==> config.mk <==
export PLATFORM = sky130hd
export DESIGN_NAME = rv32i_multicycle_control
export DESIGN_NICKNAME = d
export VERILOG_FILES = /design/src/rtl/rv32i_pkg.sv /design/src/rtl/rv32i_op_decode.sv /design/src/rtl/rv32i_multicycle_control.sv
export SDC_FILE = /design/constraint.sdc
export NUM_CORES = 1
export LEC_CHECK = 0
export BUFFER_PORTS_ARGS = -buffer_cell sky130_fd_sc_hd__buf_2
export CAP_MARGIN = 40
export CORE_ASPECT_RATIO = 0.9
export CORE_MARGIN = 4
export CORE_UTILIZATION = 35
export DETAILED_ROUTE_END_ITERATION = 6
export SYNTH_ARGS = -nofsm -noshare
export SYNTH_HDL_FRONTEND = slang
export SYNTH_SLANG_ARGS = --single-unit
==> constraint.sdc <==
create_clock -name clk -period 2.72 [get_ports clk]
set_input_delay 0 -clock clk [delete_from_list [all_inputs] [get_ports clk]]
set_output_delay 0 -clock clk [all_outputs]
set_load 0.1 [all_outputs]
==> src/rtl/rv32i_pkg.sv <==
// Shared encodings for the multi-cycle RV32I control slice: opcodes, opcode
// classes, datapath select codes, mcause values and small address helpers.
package rv32i_pkg;

  // Base RV32I major opcodes (IR[6:0])
  localparam logic [6:0] OPC_LOAD   = 7'h03;
  localparam logic [6:0] OPC_FENCE  = 7'h0F;
  localparam logic [6:0] OPC_OP_IMM = 7'h13;
  localparam logic [6:0] OPC_AUIPC  = 7'h17;
  localparam logic [6:0] OPC_STORE  = 7'h23;
  localparam logic [6:0] OPC_OP     = 7'h33;
  localparam logic [6:0] OPC_LUI    = 7'h37;
  localparam logic [6:0] OPC_BRANCH = 7'h63;
  localparam logic [6:0] OPC_JALR   = 7'h67;
  localparam logic [6:0] OPC_JAL    = 7'h6F;
  localparam logic [6:0] OPC_SYSTEM = 7'h73;

  // Opcode class registered in DECODE; FENCE maps onto CLS_NOP
  localparam logic [3:0] CLS_NOP    = 4'd0;
  localparam logic [3:0] CLS_ALU_R  = 4'd1;
  localparam logic [3:0] CLS_ALU_I  = 4'd2;
  localparam logic [3:0] CLS_LOAD   = 4'd3;
  localparam logic [3:0] CLS_STORE  = 4'd4;
  localparam logic [3:0] CLS_BRANCH = 4'd5;
  localparam logic [3:0] CLS_JAL    = 4'd6;
  localparam logic [3:0] CLS_JALR   = 4'd7;
  localparam logic [3:0] CLS_LUI    = 4'd8;
  localparam logic [3:0] CLS_AUIPC  = 4'd9;
  localparam logic [3:0] CLS_SYSTEM = 4'd10;

  // PC source
  localparam logic [1:0] PC_SEL_PC4    = 2'd0;
  localparam logic [1:0] PC_SEL_BRANCH = 2'd1;
  localparam logic [1:0] PC_SEL_JALR   = 2'd2;
  localparam logic [1:0] PC_SEL_TRAP   = 2'd3;

  // Register write-back source
  localparam logic [1:0] WB_SEL_ALU  = 2'd0;
  localparam logic [1:0] WB_SEL_LOAD = 2'd1;
  localparam logic [1:0] WB_SEL_PC4  = 2'd2;

  // ALU operation
  localparam logic [1:0] ALU_OP_ADD    = 2'd0;
  localparam logic [1:0] ALU_OP_BRANCH = 2'd1;
  localparam logic [1:0] ALU_OP_FUNCT  = 2'd2;

  // ALU operand sources (src_b code 2 selects the constant 4; unused here
  // because the link value comes from the PC+4 write-back path)
  localparam logic [1:0] SRC_A_RS1  = 2'd0;
  localparam logic [1:0] SRC_A_PC   = 2'd1;
  localparam logic [1:0] SRC_A_ZERO = 2'd2;
  localparam logic [1:0] SRC_B_RS2  = 2'd0;
  localparam logic [1:0] SRC_B_IMM  = 2'd1;

  // mcause exception codes
  localparam logic [3:0] CAUSE_FETCH_FAULT    = 4'd1;
  localparam logic [3:0] CAUSE_ILLEGAL        = 4'd2;
  localparam logic [3:0] CAUSE_BREAKPOINT     = 4'd3;
  localparam logic [3:0] CAUSE_LOAD_MISALIGN  = 4'd4;
  localparam logic [3:0] CAUSE_LOAD_FAULT     = 4'd5;
  localparam logic [3:0] CAUSE_STORE_MISALIGN = 4'd6;
  localparam logic [3:0] CAUSE_STORE_FAULT    = 4'd7;
  localparam logic [3:0] CAUSE_ECALL_M        = 4'd11;

  // Access misaligned for its size (funct3[1:0]: 0 byte, 1 half, 2 word)
  function automatic logic is_misaligned(input logic [2:0] funct3, input logic [1:0] addr_lo);
    logic mis;
    case (funct3[1:0])
      2'd0:    mis = 1'b0;
      2'd1:    mis = addr_lo[0];
      2'd2:    mis = (addr_lo != 2'b00);
      default: mis = 1'b0;
    endcase
    return mis;
  endfunction

  // Byte strobes for a store; shifted bits past lane 3 are dropped
  function automatic logic [3:0] store_strobe(input logic [2:0] funct3, input logic [1:0] addr_lo);
    logic [3:0] strb;
    case (funct3[1:0])
      2'd0:    strb = 4'b0001 << addr_lo;
      2'd1:    strb = 4'b0011 << addr_lo;
      default: strb = 4'b1111;
    endcase
    return strb;
  endfunction

endpackage

==> src/rtl/rv32i_op_decode.sv <==
// Combinational opcode classifier: maps opcode/funct3/funct7_5 onto an
// opcode class and flags encodings that are not legal RV32I.
module rv32i_op_decode
  import rv32i_pkg::*;
(
  input  logic [6:0] opcode,
  input  logic [2:0] funct3,
  input  logic       funct7_5,
  output logic [3:0] op_class,
  output logic       illegal
);

  // Class lookup plus funct3/funct7_5 legality per opcode
  always_comb begin
    op_class = CLS_NOP;
    illegal  = 1'b0;
    case (opcode)
      OPC_OP: begin
        op_class = CLS_ALU_R;
        illegal  = funct7_5 && (funct3 != 3'd0) && (funct3 != 3'd5);
      end
      OPC_OP_IMM: begin
        op_class = CLS_ALU_I;
        illegal  = funct7_5 && (funct3 == 3'd1);
      end
      OPC_LOAD: begin
        op_class = CLS_LOAD;
        illegal  = (funct3 == 3'd3) || (funct3 == 3'd6) || (funct3 == 3'd7);
      end
      OPC_STORE: begin
        op_class = CLS_STORE;
        illegal  = (funct3 > 3'd2);
      end
      OPC_BRANCH: begin
        op_class = CLS_BRANCH;
        illegal  = (funct3 == 3'd2) || (funct3 == 3'd3);
      end
      OPC_JAL: begin
        op_class = CLS_JAL;
        illegal  = 1'b0;
      end
      OPC_JALR: begin
        op_class = CLS_JALR;
        illegal  = (funct3 != 3'd0);
      end
      OPC_LUI: begin
        op_class = CLS_LUI;
        illegal  = 1'b0;
      end
      OPC_AUIPC: begin
        op_class = CLS_AUIPC;
        illegal  = 1'b0;
      end
      OPC_FENCE: begin
        op_class = CLS_NOP;
        illegal  = (funct3 != 3'd0);
      end
      OPC_SYSTEM: begin
        // Only ECALL/EBREAK are supported; CSR forms are illegal
        op_class = CLS_SYSTEM;
        illegal  = (funct3 != 3'd0);
      end
      default: begin
        op_class = CLS_NOP;
        illegal  = 1'b1;
      end
    endcase
  end

endmodule

==> src/rtl/rv32i_multicycle_control.sv <==
// Multi-cycle RV32I control FSM: FETCH/DECODE/EXEC/MEM/WB/TRAP with a
// req/ready memory handshake, byte strobes, load sign control, traps and
// a memory wait timeout. Outputs decode the registered state and class.
module rv32i_multicycle_control
  import rv32i_pkg::*;
#(
  parameter int unsigned MEM_TIMEOUT   = 16,
  parameter bit          MISALIGN_TRAP = 1'b1,
  parameter bit          TRAP_HALT     = 1'b1
) (
  input  logic       clk,
  input  logic       rst,
  input  logic       run,
  input  logic [6:0] opcode,
  input  logic [2:0] funct3,
  input  logic       funct7_5,
  input  logic       imm_sys,
  input  logic [1:0] addr_lo,
  input  logic       br_taken,
  input  logic       mem_ready,
  output logic       mem_req,
  output logic       mem_we,
  output logic [3:0] mem_wstrb,
  output logic [1:0] load_size,
  output logic       load_unsigned,
  output logic       ir_we,
  output logic       pc_we,
  output logic [1:0] pc_sel,
  output logic [1:0] alu_src_a,
  output logic [1:0] alu_src_b,
  output logic [1:0] alu_op,
  output logic       reg_we,
  output logic [1:0] wb_sel,
  output logic       trap,
  output logic [3:0] trap_cause
);

  localparam logic [2:0] ST_FETCH  = 3'd0;
  localparam logic [2:0] ST_DECODE = 3'd1;
  localparam logic [2:0] ST_EXEC   = 3'd2;
  localparam logic [2:0] ST_MEM    = 3'd3;
  localparam logic [2:0] ST_WB     = 3'd4;
  localparam logic [2:0] ST_TRAP   = 3'd5;

  localparam int unsigned       CNT_W    = (MEM_TIMEOUT > 1) ? $clog2(MEM_TIMEOUT) : 1;
  localparam logic [CNT_W-1:0]  CNT_LAST = CNT_W'((MEM_TIMEOUT > 0) ? MEM_TIMEOUT - 1 : 0);

  logic [2:0]       state_r, state_nx_s;
  logic [3:0]       class_r;
  logic [3:0]       cause_r, cause_nx_s;
  logic [CNT_W-1:0] wait_cnt_r;
  logic [3:0]       dec_class_s;
  logic             dec_illegal_s;
  logic             fetch_req_s, fetch_done_s, waiting_s, timeout_s, misalign_s, is_load_s;
  logic [1:0]       alu_a_s, alu_b_s, alu_op_s;

  rv32i_op_decode u_op_decode (
    .opcode   (opcode),
    .funct3   (funct3),
    .funct7_5 (funct7_5),
    .op_class (dec_class_s),
    .illegal  (dec_illegal_s)
  );

  // A fetch is requested only while run is high and reset is not asserted,
  // so a ready arriving during reset can never be accepted.
  assign fetch_req_s  = run & ~rst;
  assign fetch_done_s = fetch_req_s & mem_ready;
  assign waiting_s    = ((state_r == ST_FETCH) & fetch_req_s & ~mem_ready) |
                        ((state_r == ST_MEM) & ~mem_ready);
  assign timeout_s    = (MEM_TIMEOUT != 0) & waiting_s & (wait_cnt_r == CNT_LAST);
  assign misalign_s   = MISALIGN_TRAP & is_misaligned(funct3, addr_lo);
  assign is_load_s    = (class_r == CLS_LOAD);

  // ALU operand/operation selects for the registered class
  always_comb begin
    alu_a_s  = SRC_A_RS1;
    alu_b_s  = SRC_B_RS2;
    alu_op_s = ALU_OP_ADD;
    case (class_r)
      CLS_ALU_R:  alu_op_s = ALU_OP_FUNCT;
      CLS_ALU_I:  begin alu_b_s = SRC_B_IMM; alu_op_s = ALU_OP_FUNCT; end
      CLS_LOAD,
      CLS_STORE,
      CLS_JALR:   alu_b_s = SRC_B_IMM;
      CLS_BRANCH: alu_op_s = ALU_OP_BRANCH;
      CLS_JAL,
      CLS_AUIPC:  begin alu_a_s = SRC_A_PC; alu_b_s = SRC_B_IMM; end
      CLS_LUI:    begin alu_a_s = SRC_A_ZERO; alu_b_s = SRC_B_IMM; end
      default:    alu_op_s = ALU_OP_ADD;
    endcase
  end

  // Next-state and trap cause selection
  always_comb begin
    state_nx_s = state_r;
    cause_nx_s = cause_r;
    case (state_r)
      ST_FETCH: begin
        if (timeout_s) begin
          state_nx_s = ST_TRAP;
          cause_nx_s = CAUSE_FETCH_FAULT;
        end else if (fetch_done_s) begin
          state_nx_s = ST_DECODE;
        end else begin
          state_nx_s = ST_FETCH;
        end
      end
      ST_DECODE: begin
        if (dec_illegal_s) begin
          state_nx_s = ST_TRAP;
          cause_nx_s = CAUSE_ILLEGAL;
        end else if (dec_class_s == CLS_SYSTEM) begin
          state_nx_s = ST_TRAP;
          cause_nx_s = imm_sys ? CAUSE_BREAKPOINT : CAUSE_ECALL_M;
        end else begin
          state_nx_s = ST_EXEC;
        end
      end
      ST_EXEC: begin
        case (class_r)
          CLS_BRANCH: state_nx_s = ST_FETCH;
          CLS_LOAD,
          CLS_STORE: begin
            if (misalign_s) begin
              state_nx_s = ST_TRAP;
              cause_nx_s = is_load_s ? CAUSE_LOAD_MISALIGN : CAUSE_STORE_MISALIGN;
            end else begin
              state_nx_s = ST_MEM;
            end
          end
          default: state_nx_s = ST_WB;
        endcase
      end
      ST_MEM: begin
        if (timeout_s) begin
          state_nx_s = ST_TRAP;
          cause_nx_s = is_load_s ? CAUSE_LOAD_FAULT : CAUSE_STORE_FAULT;
        end else if (mem_ready) begin
          state_nx_s = is_load_s ? ST_WB : ST_FETCH;
        end else begin
          state_nx_s = ST_MEM;
        end
      end
      ST_WB: state_nx_s = ST_FETCH;
      ST_TRAP: begin
        if (TRAP_HALT) begin
          state_nx_s = ST_TRAP;
        end else begin
          state_nx_s = ST_FETCH;
          cause_nx_s = 4'd0;
        end
      end
      default: begin
        state_nx_s = ST_FETCH;
        cause_nx_s = 4'd0;
      end
    endcase
  end

  // State, class, cause and wait counter registers
  always_ff @(posedge clk) begin
    if (rst) begin
      state_r    <= ST_FETCH;
      class_r    <= CLS_NOP;
      cause_r    <= 4'd0;
      wait_cnt_r <= {CNT_W{1'b0}};
    end else begin
      state_r    <= state_nx_s;
      cause_r    <= cause_nx_s;
      class_r    <= (state_r == ST_DECODE) ? dec_class_s : class_r;
      wait_cnt_r <= (waiting_s && !timeout_s) ? wait_cnt_r + 1'b1 : {CNT_W{1'b0}};
    end
  end

  // Moore output decode from state/class, qualified by br_taken/addr_lo/mem_ready
  always_comb begin
    mem_req       = 1'b0;
    mem_we        = 1'b0;
    mem_wstrb     = 4'b0000;
    load_size     = 2'd0;
    load_unsigned = 1'b0;
    ir_we         = 1'b0;
    pc_we         = 1'b0;
    pc_sel        = PC_SEL_PC4;
    alu_src_a     = SRC_A_RS1;
    alu_src_b     = SRC_B_RS2;
    alu_op        = ALU_OP_ADD;
    reg_we        = 1'b0;
    wb_sel        = WB_SEL_ALU;
    trap          = 1'b0;
    trap_cause    = 4'd0;
    case (state_r)
      ST_FETCH: begin
        mem_req = fetch_req_s;
        ir_we   = fetch_done_s;
        pc_we   = fetch_done_s;
      end
      ST_EXEC: begin
        alu_src_a = alu_a_s;
        alu_src_b = alu_b_s;
        alu_op    = alu_op_s;
        if (class_r == CLS_BRANCH) begin
          pc_we  = br_taken;
          pc_sel = PC_SEL_BRANCH;
        end else begin
          pc_we  = 1'b0;
          pc_sel = PC_SEL_PC4;
        end
      end
      ST_MEM: begin
        mem_req   = 1'b1;
        alu_src_a = alu_a_s;
        alu_src_b = alu_b_s;
        alu_op    = alu_op_s;
        if (class_r == CLS_STORE) begin
          mem_we    = 1'b1;
          mem_wstrb = store_strobe(funct3, addr_lo);
        end else begin
          load_size     = funct3[1:0];
          load_unsigned = funct3[2];
        end
      end
      ST_WB: begin
        alu_src_a = alu_a_s;
        alu_src_b = alu_b_s;
        alu_op    = alu_op_s;
        reg_we    = (class_r != CLS_NOP);
        case (class_r)
          CLS_LOAD: wb_sel = WB_SEL_LOAD;
          CLS_JAL:  begin wb_sel = WB_SEL_PC4; pc_we = 1'b1; pc_sel = PC_SEL_BRANCH; end
          CLS_JALR: begin wb_sel = WB_SEL_PC4; pc_we = 1'b1; pc_sel = PC_SEL_JALR; end
          default:  wb_sel = WB_SEL_ALU;
        endcase
      end
      ST_TRAP: begin
        trap       = 1'b1;
        trap_cause = cause_r;
        pc_we      = ~TRAP_HALT;
        pc_sel     = TRAP_HALT ? PC_SEL_PC4 : PC_SEL_TRAP;
      end
      default: trap = 1'b0;
    endcase
  end

endmodule

### Word-level counts from Yosys, hierarchy flattened

Cells that the tools add are included.

| word-level totals | value |
|---|---|
| register bits after elaboration | 15 |
| latch bits | 0 |
| bits in writable memories | 0 |
| bits in read-only memories | 0 |
| input bits | 19 |
| output and inout bits | 27 |
| logic and storage cells | 134 |
| memories | 0 |

| cells by class | value |
|---|---|
| add/subtract/negate cells | 1 |
| multiply operators | 0 |
| div/mod/pow operators | 0 |
| magnitude comparators | 1 |
| equality and inequality tests | 40 |
| shifts and indexed selects | 2 |
| multiplexer cells | 51 |
| bitwise logic cells | 11 |
| reductions and logical operators | 24 |

Operators by type and width:

| kind | number |
|---|---|
| $mux W4 | 10 |
| $pmux W4 S10 | 1 |
| $eq A7 B7 Y1 const B | 4 |
| $eq A7 B6 Y1 const B | 3 |
| $mux W3 | 7 |
| $pmux W2 S2 | 5 |
| $pmux W4 S5 | 1 |
| $eq A4 B3 Y1 const B | 4 |
| $eq A4 B4 Y1 const B | 4 |
| $mux W2 | 8 |
| $pmux W3 S5 | 1 |
| $eq A7 B5 Y1 const B | 2 |
| $eq A3 B2 Y1 const B | 4 |
| $eq A3 B3 Y1 const B | 4 |
| $mux W1 | 12 |
| $reduce_or A2 Y1 | 6 |
| $reduce_or A3 Y1 | 3 |
| $eq A4 B2 Y1 const B | 2 |
| $pmux W4 S2 | 1 |
| $eq A7 B2 Y1 const B | 1 |
| $eq A7 B4 Y1 const B | 1 |
| $pmux W1 S7 | 1 |
| $reduce_or A7 Y1 | 1 |
| $and A1 B1 Y1 | 6 |
| other kinds (25) | 38 |

### Depth between registers and ports, before layout

Gate-level depths: netlist of the first run.

| logic depth | value |
|---|---|
| depth after elaboration | 10 |
| depth in mapped cells | 8 |

### Hierarchy

A second synthesis of the first run with hierarchy kept.

| unflattened totals | value |
|---|---|
| cells, all modules | 205 |
| area total of the unflattened synthesis | 1529.0 µm² |

By module, submodules not included:

| module | times used | cells an instance | area an instance (µm²) | sequential area each (µm²) |
|---|---|---|---|---|
| rv32i_multicycle_control | 1 | 163 | 1251.2 | 300.3 |
| rv32i_op_decode | 1 | 42 | 277.8 | 0.0 |

### Worst setup path before layout of the first run

No wires, ideal clock.

| timing path | value |
|---|---|
| path type | register to output |
| start point | register state_r[2] |
| end point | output port pc_sel[0] |
| arrival | 3.888 ns |
| slack | -1.168 ns |
| stages on the path, launching flop included | 5 |
| buffers on the path | 1 |
| path through | dfxtp_1 > clkbuf_1 > nand2_1 > nor3_1 > a21o_1 |

| on the way | value |
|---|---|
| longest elaborated chain between the ends | 2 |
| elaborated cells between the ends (all ways) | 3 |

RTL lines:

| what | line | text |
|---|---|---|
| from (decl) | rv32i_multicycle_control.sv:48 | `logic [2:0] state_r, state_nx_s;` |
| from (signal assigned) | rv32i_multicycle_control.sv:169 | `state_r <= state_nx_s;` |
| $eq A3 B3 Y1 or $eq A3 B2 Y1 (tied branches) | rv32i_multicycle_control.sv:193 | `case (state_r)` |
| $pmux W2 S2 * | rv32i_multicycle_control.sv:193 |  |
| to (decl) | rv32i_multicycle_control.sv:28 | `output logic [1:0] pc_sel,` |

Every way passes the cells marked *; elsewhere a longest branch is shown, timed or not.

### Worst setup path in the final report of the first run

| timing path | value |
|---|---|
| start point | register class_r[0] |
| end point | output port pc_we |

| on the way | value |
|---|---|
| longest elaborated chain between the ends | 4 |
| elaborated cells between the ends (all ways) | 7 |

RTL lines:

| what | line | text |
|---|---|---|
| from (decl) | rv32i_multicycle_control.sv:49 | `logic [3:0] class_r;` |
| from (signal assigned) | rv32i_multicycle_control.sv:171 | `class_r <= (state_r == ST_DECODE) ? dec_class_s : class_r;` |
| $eq A4 B3 Y1 | rv32i_multicycle_control.sv:229 | `case (class_r)` |
| $reduce_or A2 Y1 (no line) | - |  |
| $mux W1 | rv32i_multicycle_control.sv:229 |  |
| $pmux W1 S3 * | rv32i_multicycle_control.sv:193 |  |
| to (decl) | rv32i_multicycle_control.sv:27 | `output logic pc_we,` |

Marks and branches as above.

==> results of run 1 <==
## layer usage
metal,up-vias,track usage [%]
met2,49,21.3
li1,833,-
met4,0,1.81
met1,741,22.9
met3,2,3.25
met5,-,0
## through the flow
step	cells	hold WS (ns)	utilization (%)	cell area, µm²	worst slack (ns)
after floorplan	208	0.159	-	1520	-0.264
final	294	0.0174	44.1	1800	0.183
after global placement	290	0.278	43.0	1750	0.379
after global routing	294	0.0302	44.1	1800	0.0526
after detailed placement	290	0.276	43.0	1750	0.321
after CTS	294	0.0128	44.1	1800	0.199
## Yosys cell counts, types with 3 or more instances
cell type	count	area (µm²)
a21oi_1	22	110
nor2_1	22	82.6
nand2_1	21	78.8
dfxtp_1	15	300
inv_1	10	37.5
nor3_1	10	50.1
clkbuf_1	9	33.8
nand3_1	8	40.0
o21ai_0	7	35.0
nor2b_1	6	37.5
and3_1	5	31.3
ha_1	5	62.6
or2_2	5	31.3
nor4_1	4	25.0
and2_1	3	18.8
buf_6	3	33.8
o21a_1	3	22.5
## state kept, by name, summed over array words and instances, names as in the netlist
name and flops:
wait_cnt_r 4, cause_r 4, state_r 3, class_r 4
## cell usage in the layout (no fill, tap or decap), types with 2 or more instances in the layout
cell	netlist	layout
and2_1	3	3
o21a_1	3	3
nand3_1	8	8
o21bai_1	2	2
o21ai_0	7	7
nand2b_1	2	2
buf_2	1	44
nor3_1	10	4
nand2_1	21	21
nand3b_1	2	2
o2111ai_1	2	2
a21oi_1	22	21
dfxtp_1	15	15
nor4_1	4	2
xnor2_1	2	2
ha_1	5	5
inv_1	10	10
nor2_1	22	22
and3_1	5	5
clkbuf_8	0	3
nor3_2	0	6
buf_4	1	4
nor2b_1	6	6
nand4_1	2	2
or2_2	5	5
mux2i_1	2	2
a31oi_1	2	2
nor4_2	0	2
or4b_1	2	2
o221ai_1	2	2
## worst max-delay path by stage
stage	start	endpoint	slack, ns
3_5_place_dp	state_r[1]	cause_r[2]	0.32
4_1_cts	class_r[0]	pc_we	0.20
3_3_place_gp	state_r[1]	cause_r[2]	0.38
5_1_grt	class_r[0]	pc_we	0.05
2_1_floorplan	state_r[2]	pc_sel[0]	-0.26
6_report	class_r[0]	pc_we	0.18
## critical path, cell delays in order (launching register included)
cell and delay, ns:
dfxtp_1 0.51, inv_1 0.17, or4b_2 0.71, nor3_1 0.30, a211o_1 0.17, buf_2 0.42
## where the power goes
part | switching [W] | total [W] | internal [W]
clock | 0.0000822 | 0.000184 | 0.000102
combinational | 0.0000922 | 0.000137 | 0.0000450
sequential | 0.00000520 | 0.000229 | 0.000224
total | 0.000180 | 0.000550 | 0.000371
## area by class of cell
| cell class | count | share of cell area, % |
|---|---|---|
| multi-input combinational | 169 | 61.4 |
| sequential | 15 | 16.7 |
| timing repair buffer | 48 | 13.9 |
| tap | 48 | 3.34 |
| clock buffer | 3 | 2.30 |
| inverter | 10 | 2.09 |
| clock inverter | 1 | 0.278 |
## cell families (layout without fill, tap and decap cells)
kind of cell	Yosys count	after routing
buffers and inverters	24	62
adders and majority gates	5	5
DFF	15	15
muxes	3	3
xor gates and xnor gates	3	3
AOI/OAI and AO/OA	55	55
and+or+nand+nor	102	102
other	1	1
==> results.md, run 1 <==
- First-pass GRT wire length: 6630 µm
- Setup TNS: 0 ns
- Arr. time, crit path: 2.54 ns
- Total grt overflow: 0
- Main synth FF type: dfxtp_1
- Sequential-to-total area share from yosys stat: 20.4%
- Pwr Total: 0.000550 W
- Setup bufs post-CTS: 0
- Hold endpoint: cause_r[3]
- Post-synthesis mux area share: 2.12%
- CP required: 2.72 ns
- Antenna violations before repair: 0
- DPL Wire Length: approximately 3100 µm
- Register-to-register setup slack: just under 0.3 ns
- # hold bufs at CTS: 0
- Compound-Gate Fraction of Synth Area: 26.0%
- Total die area: roughly 0.0053 mm²
- Met3 WL: 231 µm
- Pwr/cell area: 306 mW/mm²
- All-Layer GR Usage: 14.8%
- Ys async rst share: 0%
- Hold_sp: imm_sys
- Largest family of logic cells by synthesized area: simple AND/OR/NAND/NOR gates
- Clk sinks: 15
- Highest metal used: met4
- Largest net degree at the start of global routing: 18
- Tightest Pin Transition: 0.572 ns
- Post-synthesis xor/xnor area fraction: 1.78%
- Reg-to-reg startpoint: state_r[1]
- Synthesized flop and latch total: 15
- Final setup viols: 0
- Worst-case reg-to-reg path depth: 6
- Slew HR: 61.8%
- Total wire length: 4020 µm
- RSZ-0062 raised after global routing: no
- Critical path peak fanout: 8
- # H-tree levels: 1
- Crit path kind: flop to output port
- Synth Cell Area: 0.00148 mm²
- CTS buffer count: 3
- Crit. End Element: output port
- ANT cells: 0
- WL/cell: between 10 and 15 µm
- Hold depth: 4
- Post-CTS resize count: 0
- Synth Area in Adders: 4.24%
- Clock transition at the registers of the reported paths: 0.07 ns
- Via count: 1625
- Fin nets: 271
- Post-Synth Simple-Gate Area: 37.2%
- Initial Util: 36.2%
- Die height: 69.6 µm
- Vias in the first global route: 1378
- CTS Root Cell: clkbuf_8
- Post-synth EDFFs: 0
- GP Congestion: 0.853
- 1st-pass router iterations: 4
- Vias/cell: 5.53
- YS warnings: 0
- RR Endpoint: cause_r[2]
- F_max: 394 MHz
- Post-Syn Instances: 208
- Die width: 76.4 µm
- Crit start category: flop
- Sequential Area: between 300 and 400 µm²
- Worst-Skew Late Latency: 0.25 ns
- Count of cell types in the netlist: 57
- Final Hold Vio Count: 0
- Max-cap viol count: 0
- Max-slew violations: 0
- Syn avg cell area: slightly above 7 µm²
- Fraction of layout cells with a size suffix above 1: between 30 and 40%
- Status: complete, no violations
- # IOs: 46
- Routed met1 length: approximately 2000 µm
- Fin crit share: ~93%
- Fill count: around 440
- Syn nets: 232
- Residual DRC: 0
- Hold Crit Class: input pin to flop
- Tmin final: 2.54 ns
- Initial drt markers: 121
- Row Count: 22
- Setup Skew: 0.00959 ns
- Port buffer count: 44
- CTS tree: yes
- Multi-input gate area: ~0.0011 mm²
- Synthesis-to-finish area growth: 21.9%
- Core Area: around 0.004 mm²
- Post-route ant nets: 0
- Met2 WL: 1750 µm
- Clock Tree Buf Depth: 2
- Lkg Pwr: 0.767 nW
- Max VDD drop: 0.000203 V
Note: power is estimated with default switching activity, not from simulation.
==> inputs of run 2 (changes only) <==
Settings changed: GPL_TIMING_DRIVEN from default to 0.
==> run 2 against run 1 <==
Largest power group unchanged. Clock skew decreased by 0.0059 ns. Via count shrank 2.3%. Sequential power about the same. Worst hold slack gained 0.0019 ns. Critical path depth increased by 1. Worst setup slack worse by 0.093 ns. Utilization increased by 1.2 points. Critical endpoint unchanged. Non-clock buffer count is 7 higher. Register-to-register slack worse by 0.15 ns. First-iteration DRC count down 20%. Highest routed layer unchanged.
==> results.md, run 2 (synthesis results as in run 1) <==
- DPL Wire Length: 3180 µm (+1.6%)
- All-Layer GR Usage: 15.2% (+0.33 points)
- Critical path peak fanout: 8 (unchanged)
- GP Congestion: 0.863 (+1.2%)
- # H-tree levels: 1 (unchanged)
- Total wire length: 4060 µm (+1.1%)
- Largest regs: cause_r x4, class_r x4, wait_cnt_r x4
- Worst-case reg-to-reg path depth: 6 (unchanged)
- Largest net degree at the start of global routing: 11 (-7)
- Clock transition at the registers of the reported paths: 0.06 ns (about the same)
- Switching fraction of total power: 31.9% (-0.75 points)
- Most frequent cells in the layout: buf_2 (40), nor2_1 (22), nand2_1 (21), a21oi_1 (21), dfxtp_1 (15)
- Tightest Pin Transition: 0.580 ns (+0.00771 ns)
- CTS tree: yes
- Via count: 1587 (-2.3%)
- Initial drt markers: 97 (-20%)
- 1st-pass router iterations: 4 (unchanged)
- Tmin final: 2.63 ns (+0.0932 ns)
- RR Endpoint: cause_r[2]
- Commonest non-fill, non-tap cell in the layout: buf_2
- Die width: 76.4 µm (unchanged)
- F_max: 380 MHz (-3.5%)
- CP required: 2.72 ns (about the same)
- # IOs: 46 (unchanged)
- Vias/cell: 5.27 (-4.6%)
- Crit start category: flop
- Fin nets: 278 (+2.6%)
- Register-to-register setup slack: 0.14 ns (-0.15 ns)
- Max VDD drop: 0.000202 V (-0.15%)
- CTS Root Cell: clkbuf_8
- Initial Util: 36.2% (unchanged)
- Max-cap viol count: 0 (unchanged)
- Lkg Pwr: 0.769 nW (+0.20%)
- WL/cell: 13.5 µm (-1.3%)
- ANT cells: 0 (unchanged)
- Placed Area: 0.00179 mm² (+2.0%)
- Design internal power: 0.000376 W (+1.3%)
- Post-route ant nets: 0 (unchanged)
- Crit path kind: flop to output port
- Status: complete, no violations
- Clock Tree Buf Depth: 2 (unchanged)
- Final setup viols: 0 (unchanged)
- Sequential Area: 300 µm² (unchanged)
- Vias in the first global route: 1417 (+2.8%)
- Synthesis-to-finish area growth: 25.1%
- Combinational power share: 25.9% (+1.0 points)
- Arr. time, crit path: 2.63 ns (+0.09 ns)
- RSZ-0062 raised after global routing: yes
- Worst-Skew Late Latency: 0.25 ns (about the same)
- Total grt overflow: 0 (unchanged)
- Crit path to: pc_we
- Port buffer count: 41 (-6.8%)
- Slew HR: 61.0% (-0.82 points)
- First-pass GRT wire length: 6860 µm (+3.4%)
- Crit. Startpoint: class_r[0]
- Setup bufs post-CTS: 0 (unchanged)
- Fill count: 439 (+0.23%)
- Max-slew violations: 0 (unchanged)
- Fin crit share: 96.7% (+3.4 points)
- Power share of the clock group: 32.9% (-0.5 points)
- Pwr Total: 0.000551 W (+0.20%)
- Clk sinks: 15 (unchanged)
- Hold Crit Class: input pin to flop
- Multi-input gate area: 0.00111 mm² (+0.79%)
- Die height: 69.6 µm (unchanged)
- Final Cell Area: 0.00185 mm² (+2.6%)
- Fraction of layout cells with a size suffix above 1: 28.5% (-2.0 points)
- Seq pwr share: 41.2% (-0.5 points)
- Antenna violations before repair: 0 (unchanged)
- Residual DRC: 0 (unchanged)
- Net Sw Power: 0.000176 W (-2.1%)
- Reg-to-reg startpoint: class_r[1]
- CTS buffer count: 3 (unchanged)
- Setup Skew: 0.00366 ns (-0.00593 ns)
- Row Count: 22 (unchanged)
- Core Area: 0.00407 mm² (unchanged)
- Pwr/cell area: 299 mW/mm² (-2.4%)
- Crit. End Element: output port
- Final Hold Vio Count: 0 (unchanged)
- Total die area: 0.00532 mm² (unchanged)
run 2: per-layer routing:
layer	GRT usage, %	wire length, µm	up-vias
met5	0	0	-
met4	1.81	11	0
met3	2.86	208	2
met2	21.8	1710	41
met1	23.8	2130	700
li1	-	-	844
run 2: through the flow:
step | setup TNS [ns] | util (%) | std cells | worst slack, ns | hold slack [ns]
final | 0 | 45.3 | 301 | 0.0901 | 0.0194
after global routing | -0.00385 | 45.3 | 301 | -0.00385 | 0.0520
after CTS | 0 | 45.2 | 301 | 0.0255 | 0.0159
after detailed placement | -0.0222 | 43.9 | 297 | -0.0222 | 0.279
after global placement | 0 | 43.9 | 297 | 0.0208 | 0.284
after floorplan | -0.843 | - | 208 | -0.264 | 0.159
run 2: worst min-delay path by stage:
stage / endpoint / cells past startpoint / start / slack [ns]
global route: cause_r[3] / 4 / imm_sys / 0.05
floorplan: class_r[1] / 2 / opcode[1] / 0.16
global placement: cause_r[3] / 4 / imm_sys / 0.28
CTS: cause_r[3] / 4 / imm_sys / 0.02
detailed placement: cause_r[3] / 4 / imm_sys / 0.28
finish: cause_r[3] / 4 / imm_sys / 0.02
run 2: final cells by class:
| class | count | area share, % |
|---|---|---|
| sequential | 15 | 16.3 |
| inverter | 10 | 2.03 |
| clock buffer | 4 | 2.44 |
| buffer | 14 | 4.34 |
| multi-input combinational | 169 | 60.3 |
| timing repair buffer | 41 | 11.4 |
| tap | 48 | 3.25 |
run 2: critical path, cell delays in order (launching register included):
cell,delay [ns]
dfxtp_1,0.30
clkbuf_1,0.36
inv_1,0.20
or4b_2,0.71
nor3_1,0.31
a211o_1,0.17
clkbuf_4,0.32
run 2: power by group through the flow:
stage	logic, W	registers, W	clock network [W]
after global routing	0.000157	0.000227	0.000194
after CTS	0.000142	0.000227	0.000188
final	0.000143	0.000227	0.000181
after floorplan	0.000103	0.000231	0
after global placement	0.000141	0.000232	0
after detailed placement	0.000141	0.000232	0
run 2: repair_timing:
| action | 4_1_cts | 5_1_grt |
|---|---|---|
| hold buffers | 0 | 0 |
| setup endpoints to repair | 1 | 3 |
| resized for setup | 1 | 2 |
==> inputs of run 3 (changes only) <==
Settings changed: CORE_MARGIN 4 to 1.
Clock period 2.72 ns to 3.3 ns, I/O delays scaled along.
==> run 3 against run 2 <==
Design area fell by 2.2%. Global-route usage rose by 2.7 points. Clock skew rose by 0.00066 ns. Non-clock buffer count did not move. Critical path depth did not move. Count of clock-buffer cells in the layout fell by 1. Via count rose by 0.82%. Utilization fell by 0.71 points. Final cell count did not move. First-iteration DRC count fell by 13%. Register-to-register slack improved by 0.59 ns. Combinational power fell by 20%. Largest cell class unchanged. Highest routed layer unchanged.
==> results.md, run 3 (synthesis results as in run 1) <==
- Status: complete, no violations
- Fraction of layout cells with a size suffix above 1: 26.5% (-2.0 points)
- Die height: 63.6 µm (-8.6%)
- Tmin final: 2.63 ns
- Setup bufs post-CTS: 0 (unchanged)
- Slew HR: 62.3% (+1.3 points)
- Vias in the first global route: 1381 (-2.5%)
- Via count: 1600 (+0.82%)
- # H-tree levels: 1 (unchanged)
- CTS tree: yes
- Max-slew violations: 0 (unchanged)
- Clock transition at the registers of the reported paths: 0.06 ns (about the same)
- Post-CTS resize count: 0 (-1)
- Total grt overflow: 0 (unchanged)
- Commonest non-fill, non-tap cell in the layout: buf_2
- Largest net degree at the start of global routing: 11 (unchanged)
- Pwr Total: 0.000456 W (-17%)
- Crit path kind: flop to output port
- Crit start category: flop
- Setup Skew: 0.00431 ns (+0.000659 ns)
- Clock Tree Buf Depth: 2 (unchanged)
- ANT cells: 0 (unchanged)
- Row Count: 22 (unchanged)
- Initial drt markers: 84 (-13%)
- Antenna violations before repair: 0 (unchanged)
- # IOs: 46 (unchanged)
- First-pass GRT wire length: 6490 µm (-5.4%)
- Die width: 70.4 µm (-7.9%)
- Fin crit share: 79.6%
- Worst-Skew Late Latency: 0.25 ns (about the same)
- CTS Root Cell: clkbuf_8
- Final setup viols: 0 (unchanged)
- Vias/cell: 5.32 (+0.82%)
- Critical path peak fanout: 8 (unchanged)
- Lkg Pwr: 0.768 nW (-0.17%)
- Arr. time, crit path: 2.63 ns (about the same)
- Total wire length: 3850 µm (-5.1%)
- Post-route ant nets: 0 (unchanged)
- Fill count: 435 (-0.91%)
- Finished Core Util: 44.6% (-0.71 points)
- Hold depth: 4 (unchanged)
- Total die area: 0.00448 mm² (-16%)
- Hold Slack: 0.0129 ns (-0.00648 ns)
- CTS buffer count: 3 (unchanged)
- Hold Crit Class: input pin to flop
- Tightest Pin Transition: 0.561 ns (-0.0194 ns)
- Max-cap viol count: 0 (unchanged)
- Residual DRC: 0 (unchanged)
- CP required: 3.30 ns (+0.58 ns)
- Worst-case reg-to-reg path depth: 6 (unchanged)
- RSZ-0062 raised after global routing: no
- Largest regs: cause_r x4, class_r x4, wait_cnt_r x4
- Clk sinks: 15 (unchanged)
- Port buffer count: 41 (unchanged)
- Synthesis-to-finish area growth: 22.3%
- DPL Wire Length: 2940 µm (-7.5%)
- Most frequent cells in the layout: buf_2 (42), nor2_1 (22), a21oi_1 (22), nand2_1 (21), dfxtp_1 (15)
- WL/cell: 12.8 µm (-5.1%)
- 1st-pass router iterations: 4 (unchanged)
- Fin nets: 278 (unchanged)
- F_max: between 300 and 400 MHz
- Crit. End Element: output port
- Initial Util: 36.5% (+0.25 points)
- GP Congestion: 0.885 (+2.6%)
- # hold bufs at CTS: 0 (unchanged)
- All-Layer GR Usage: 17.9% (+2.7 points)
- Max VDD drop: 0.000109 V (-46%)
- Pwr/cell area: 253 mW/mm² (-15%)
- Final Hold Vio Count: 0 (unchanged)
- Core Area: 0.00405 mm² (-0.68%)
==> run 3: cell types whose count changed in the layout (fill, tap and decap cells not counted) <==
cell / change
nor3_1: +5
nor3_2: -5
buf_2: +2
clkbuf_4: -2
a21oi_1: +1
a21oi_2: -1
clkbuf_1: -1
clkinv_2: +1
nor4b_2: +1
nor4b_4: -1
==> run 3: layout make-up <==
| type | count | area [µm²] | share of cell area (%) |
|---|---|---|---|
| Buffer | 14 | 80.1 | 4.44 |
| Sequential cell | 15 | 300 | 16.6 |
| Clock buffer | 3 | 41.3 | 2.29 |
| Multi-Input combinational cell | 169 | 1070 | 59.6 |
| Timing Repair Buffer | 41 | 205 | 11.4 |
| Tap cell | 48 | 60.1 | 3.33 |
| Inverter | 10 | 37.5 | 2.08 |
| Clock inverter | 1 | 5.00 | 0.277 |
==> run 3: layer usage <==
metal  global-route usage, %  routed length, µm  vias to the layer above  share of wire (%)
met4                    4.50                 40                        0                1.0
met1                    27.2               2050                      714                 53
met5                       0                  0                        -                  0
met3                    3.20                174                        4                4.5
li1                        -                  -                      844                  -
met2                    25.4               1590                       38                 41
==> run 3: power breakdown <==
group	internal, W	switching [W]
registers	0.000185	0.00000229
clock network	0.0000838	0.0000701
logic	0.0000386	0.0000766
total	0.000307	0.000149
==> run 3: worst paths after layout <==
check                        to           from  slack [ns]
setup / recovery          pc_we     class_r[0]        0.67
hold / removal       cause_r[3]        imm_sys        0.01
setup reg to reg     cause_r[2]     class_r[2]        0.73
hold reg to reg   wait_cnt_r[0]  wait_cnt_r[0]        0.45
==> run 3: worst max-delay path, cell delays in order (launching register included) <==
cell      delay [ns]
dfxtp_1         0.30
clkbuf_1        0.30
inv_1           0.18
or4b_2          0.71
nor3_1          0.30
a211o_1         0.17
buf_2           0.42
==> run 3: through the flow <==
| step | area (µm²) | setup WS (ns) | setup TNS (ns) | std cells |
|---|---|---|---|---|
| CTS | 1800 | 0.652 | 0 | 301 |
| floorplan | 1490 | -0.335 | -0.335 | 208 |
| detailed placement | 1760 | 0.724 | 0 | 297 |
| global route | 1800 | 0.435 | 0 | 301 |
| finish | 1800 | 0.672 | 0 | 301 |
| global placement | 1760 | 0.720 | 0 | 297 |
